==> src/rtl/reg_wdec_file_pkg.sv <==
// Shared FSM state encoding and default widths for the register file.
// Optional same-cycle write bypass is enabled by defining REG_WDEC_FILE_BYPASS_EN.
package reg_wdec_file_pkg;

  localparam int DEF_ADDR_W = 5;
  localparam int DEF_DATA_W = 32;

  typedef enum logic [0:0] {
    IDLE  = 1'b0,
    CLEAR = 1'b1
  } state_e;

endpackage

==> src/rtl/reg_wdec.sv <==
// One-hot write-address decoder; all-zero when the enable is low.
// Latency: combinational. Backpressure: none.
module reg_wdec #(
  parameter int ADDR_W = 5
) (
  input  logic [ADDR_W-1:0]      addr,
  input  logic                   en,
  output logic [(2**ADDR_W)-1:0] onehot
);

  always_comb begin
    onehot = '0;
    if (en) onehot[addr] = 1'b1;
  end

endmodule

==> src/rtl/reg_wdec_file.sv <==
// Register file: 1 write and 2 combinational read ports, bulk clear sweep, registered write one-hot.
// Read latency 0, write visible next cycle (same cycle if REG_WDEC_FILE_BYPASS_EN); writes dropped while clearing.
module reg_wdec_file
  import reg_wdec_file_pkg::*;
#(
  parameter int ADDR_W   = DEF_ADDR_W,
  parameter int DATA_W   = DEF_DATA_W,
  parameter int ZERO_REG = 1
) (
  input  logic                   clk,
  input  logic                   rst,
  input  logic                   iWe,
  input  logic [ADDR_W-1:0]      iWAddr,
  input  logic [DATA_W-1:0]      iWData,
  input  logic [ADDR_W-1:0]      iRAddr1,
  input  logic [ADDR_W-1:0]      iRAddr2,
  output logic [DATA_W-1:0]      oRData1,
  output logic [DATA_W-1:0]      oRData2,
  input  logic                   iClr,
  output logic                   oBusy,
  output logic [(2**ADDR_W)-1:0] oWeVec
);

  localparam int NREG = 2**ADDR_W;
  localparam logic [ADDR_W-1:0] LAST_IDX = ADDR_W'(NREG - 1);

  state_e              state_q, state_d;
  logic [ADDR_W-1:0]   idx_q, idx_d;
  logic                busy_q, busy_d;
  logic [NREG-1:0]     we_vec, we_vec_q;
  logic [DATA_W-1:0]   mem_q [NREG];
  logic [DATA_W-1:0]   mem_d [NREG];
  logic                zero_hit;
  logic                we_acc;

  // Clear wins over a simultaneous write; reset wins over everything.
  assign zero_hit = (ZERO_REG != 0) && (iWAddr == '0);
  assign we_acc   = !rst && iWe && !iClr && (state_q == IDLE) && !zero_hit;

  reg_wdec #(.ADDR_W(ADDR_W)) u_wdec (
    .addr   (iWAddr),
    .en     (we_acc),
    .onehot (we_vec)
  );

  always_comb begin
    state_d = state_q;
    idx_d   = idx_q;
    mem_d   = mem_q;
    for (int i = 0; i < NREG; i++) begin
      if (we_vec[i]) mem_d[i] = iWData;
    end
    unique case (state_q)
      IDLE: begin
        if (iClr) begin
          state_d = CLEAR;
          idx_d   = '0;
        end
      end
      CLEAR: begin
        mem_d[idx_q] = '0;
        if (idx_q == LAST_IDX) begin
          state_d = IDLE;
          idx_d   = '0;
        end else begin
          idx_d = idx_q + ADDR_W'(1);
        end
      end
      default: state_d = IDLE;
    endcase
    busy_d = (state_d == CLEAR);
  end

  always_ff @(posedge clk) begin
    if (rst) begin
      state_q  <= IDLE;
      idx_q    <= '0;
      busy_q   <= 1'b0;
      we_vec_q <= '0;
      for (int i = 0; i < NREG; i++) mem_q[i] <= '0;
    end else begin
      state_q  <= state_d;
      idx_q    <= idx_d;
      busy_q   <= busy_d;
      we_vec_q <= we_vec;
      for (int i = 0; i < NREG; i++) mem_q[i] <= mem_d[i];
    end
  end

  always_comb begin
    oRData1 = mem_q[iRAddr1];
    oRData2 = mem_q[iRAddr2];
`ifdef REG_WDEC_FILE_BYPASS_EN
    if (we_acc && (iRAddr1 == iWAddr)) oRData1 = iWData;
    if (we_acc && (iRAddr2 == iWAddr)) oRData2 = iWData;
`endif
    if ((ZERO_REG != 0) && (iRAddr1 == '0)) oRData1 = '0;
    if ((ZERO_REG != 0) && (iRAddr2 == '0)) oRData2 = '0;
  end

  assign oBusy  = busy_q;
  assign oWeVec = we_vec_q;

endmodule

==> config.mk <==
export PLATFORM = sky130hd
export DESIGN_NAME = reg_wdec_file
export DESIGN_NICKNAME = d
export VERILOG_FILES = /design/src/rtl/reg_wdec_file_pkg.sv /design/src/rtl/reg_wdec.sv /design/src/rtl/reg_wdec_file.sv
export SDC_FILE = /design/constraint.sdc
export NUM_CORES = 2
export LEC_CHECK = 0
export ABC_CLOCK_PERIOD_IN_PS = 4100
export CAP_MARGIN = 20
export CORE_MARGIN = 1.5
export CORE_UTILIZATION = 63
export CTS_CLUSTER_SIZE = 28
export DETAILED_ROUTE_END_ITERATION = 6
export PLACE_DENSITY = 0.78
export RECOVER_POWER = 100
export SLEW_MARGIN = 30
export SYNTH_ARGS = -nofsm -noshare
export SYNTH_HDL_FRONTEND = slang
export SYNTH_HIERARCHICAL = 1
export SYNTH_SLANG_ARGS = --single-unit
==> constraint.sdc <==
create_clock -name clk -period 4.1 [get_ports clk]
set_input_delay 0.615 -clock clk [delete_from_list [all_inputs] [get_ports clk]]
set_output_delay 0.615 -clock clk [all_outputs]
set_load 0.05 [all_outputs]
==> reports/results.tsv <==
metric	value	unit
Synth Area in Adders	0.115	%
Seq/Total Area, Yosys	39.1	%
drc violations	1	
most frequent cells in the layout	1152 x mux2i_1, 1062 x dfxtp_1, 1042 x nor2_1	
Clock Sinks	1062	
Lkg Pwr	20.8	nW
syn_nets	4983	
cts repair resizes	0	
GRT overflow	0	
Placer Congestion	0.986	
P_int	17.3	mW
vias per inst	7.12	
NetSw	5.93	mW
post-CTS setup buffers	0	
Clk Latency, worst-skew pair	0.69	ns
io pins	148	
most common cell after layout, fill and taps aside	mux2i_1	
DIE AREA	0.0881	sq mm
Post-Synth XOR/XNOR Area	0	%
setup violators final	1	
syn avg cell area	11.0	sq um
Pins Over Slew Limit	893	
max_cap viols	33	
Compound-Gate Fraction of Synth Area	5.38	%
DR WL/cell	31.6	microns
failing checks	design-rule violations, max-capacitance violations, max-slew violations, negative setup slack	
Final Hold Vio Count	0	
vias after detailed routing	43800	
crit share post-route	101	%
Critical Path Max Stage Delay	1.07	ns
Clock Skews	0.00992	ns
largest net degree at the start of global routing	73	
TritonRoute pass-1 iters	7	
post-synthesis mux area share	41.3	%
library cells used by synthesis	46	
WL final	194	mm
Seq pwr share	44.6	%
Setup CP Type	input pin to output pin	
area grow syn2layout	13.2	%
fillers	5894	
setup TNS	-0.0566	ns
Req. time, crit path	3.48	ns
row count	107	
largest family of logic cells by synthesized area	multiplexers	
endpoint type of the worst setup path	output pin	
crit path launch type	input pin	
CTS tree	built	
Port Buf Inserts	147	
Worst-Margin Slew	1.84	ns
CTS Hold Buffers Added	0	
clock slew at reported path FFs	0.06	ns
PwrDens	377	mW/mm^2
min cycle time layout	4.16	ns
Hold WC Path Type	flop to flop	
GRT Total Usage	43.3	%
die height	297	microns
post-synthesis simple-gate area fraction	9.34	%
Num CTS Buffers	109	
crit path max fanout	19	
nets@finish	4971	
H-tree depth	3	
clock share of power	45.3	%
Root Driver	clkbuf_16	
relative slew slack	-22.8	%
Clock Tree Buf Depth	3	
Seq cells post-synth	1062	
chip width	297	microns
CORE AREA	0.0853	sq mm
outcome	finished, violations left	
antenna violations before repair	4	
Initial Utilization	63.8	%
remaining antenna violation count	0	
Layout Cells excl Fill	6148	
Synth Instances	4927	
fmax	241	MHz
Worst EP arrival	3.54	ns
# placed instances	5946	
first-pass GRT wire length	285	mm
cell-by-cell listing of the critical path	buf_4 > clkinv_2 > clkbuf_2 > o2111ai_1 > a311oi_1 > buf_12	
Worst VDD drop	0.000395	V
Post-DP HPWL	121	mm
share of layout cells above drive strength 1	20.7	%
vias in the first global route	43400	
RSZ-0062 raised after global routing	no	
Warnings, synthesis	6	
initial DRC count	5279	
Switching Share	25.5	%
Critical Path Slowest Stage Cell	a311oi_1	
synthesized area	0.0544	sq mm
Comb power frac	10.1	%
setup ws final	-0.0566	ns
-- path summary, 6_finish.rpt --
check                                      startpoint               endpoint  slack [ns]  cells past startpoint
worst min-delay path            mem_q[944]$_SDFF_PP0_  mem_q[944]$_SDFF_PP0_        0.51                      2
worst max register to register       oBusy$_SDFF_PP0_  mem_q[523]$_SDFF_PP0_        0.08                     10
worst max-delay path                       iRAddr2[0]            oRData2[15]       -0.06                      6
worst min register to register  mem_q[944]$_SDFF_PP0_  mem_q[944]$_SDFF_PP0_        0.51                      2
-- logic make-up after synthesis --
family                     Yosys count
and+or+nand+nor                   1247
muxes                             1664
adders and majority gates            5
buffers and inverters              541
AOI/OAI and AO/OA                  408
DFF                               1062
-- sequential cells by signal, summed over array words and instances (netlist names) --
name,flops
idx_q,5
mem_q,1024
oBusy,1
oWeVec,32
-- worst max-delay path: cells and delay by family --
| family | cells | cell delay [ns] |
|---|---|---|
| buf+inv | 4 | 1.34 |
| compound gates | 2 | 1.55 |
-- metrics by stage --
stage / worst slack [ns] / util (%) / hold WS, ns / instance area, sq um / power (mW)
final: -0.0566 / 72.2 / 0.512 / 61600 / 23.2
after global routing: 0.103 / 72.2 / 0.536 / 61600 / 23.6
after CTS: 0.388 / 73.1 / 0.511 / 62300 / 23.2
after detailed placement: 0.406 / 68.7 / 0.497 / 58600 / 12.9
after global placement: 0.346 / 68.6 / 0.484 / 58500 / 12.9
after floorplan: 0.595 / - / 0.466 / 54400 / 11.8
-- routing by layer --
metal	vias up	wire (microns)	global-route usage, %	share of wire [%]
li1	17900	-	-	-
met1	21200	65500	51.5	34
met2	3500	83900	64.6	43
met3	1120	26100	13.8	13
met4	4	18900	34.8	9.7
met5	-	29	0	0.015
-- area by class of cell --
type	instances	area, sq um	area share (%)
multi-input combinational	3324	31100	50.5
tap	1144	1430	2.33
sequential	1062	21300	34.5
antenna	4	10.0	0.0163
clock buffer	162	3260	5.30
inverter	4	17.5	0.0285
timing repair buffer	414	4040	6.56
clock inverter	34	487	0.791
-- power by group through the flow --
stage | Sequential [mW] | Clock (mW) | Combinational [mW]
2_1_floorplan | 10.6 | 0 | 1.25
3_3_place_gp | 10.6 | 0 | 2.29
3_5_place_dp | 10.6 | 0 | 2.31
4_1_cts | 10.4 | 10.5 | 2.32
5_1_grt | 10.4 | 10.9 | 2.35
6_report | 10.4 | 10.5 | 2.35
-- synth_stat cells, drive strengths merged --
| cell type | number | area share, % |
|---|---|---|
| o2111ai | 17 | 0.27 |
| ha | 5 | 0.12 |
| mux2i | 1152 | 21 |
| a22oi | 64 | 0.88 |
| nand2b | 8 | 0.092 |
| mux4 | 448 | 19 |
| and3 | 1 | 0.012 |
| or4 | 2 | 0.035 |
| or3b | 2 | 0.032 |
| nand3b | 2 | 0.028 |
| nand3 | 5 | 0.046 |
| a211oi | 64 | 0.88 |
| or4b | 1 | 0.018 |
| nand4b | 3 | 0.048 |
| a221oi | 47 | 0.76 |
| inv | 4 | 0.028 |
| nor3b | 1 | 0.014 |
| or2 | 4 | 0.046 |
| o21bai | 32 | 0.44 |
| nor3 | 2 | 0.018 |
| a311oi | 64 | 1.0 |
| and2b | 1 | 0.018 |
| nand2 | 39 | 0.27 |
| and2 | 2 | 0.023 |
| clkbuf | 318 | 2.2 |
| a21oi | 7 | 0.064 |
| nor2b | 101 | 1.2 |
| mux2 | 64 | 1.3 |
| nand4bb | 3 | 0.062 |
| nor2 | 1069 | 7.4 |
| buf | 219 | 2.6 |
| o21ai | 113 | 1.0 |
| dfxtp | 1062 | 39 |
| nand4 | 1 | 0.012 |
(Power assumes the default switching activity.)
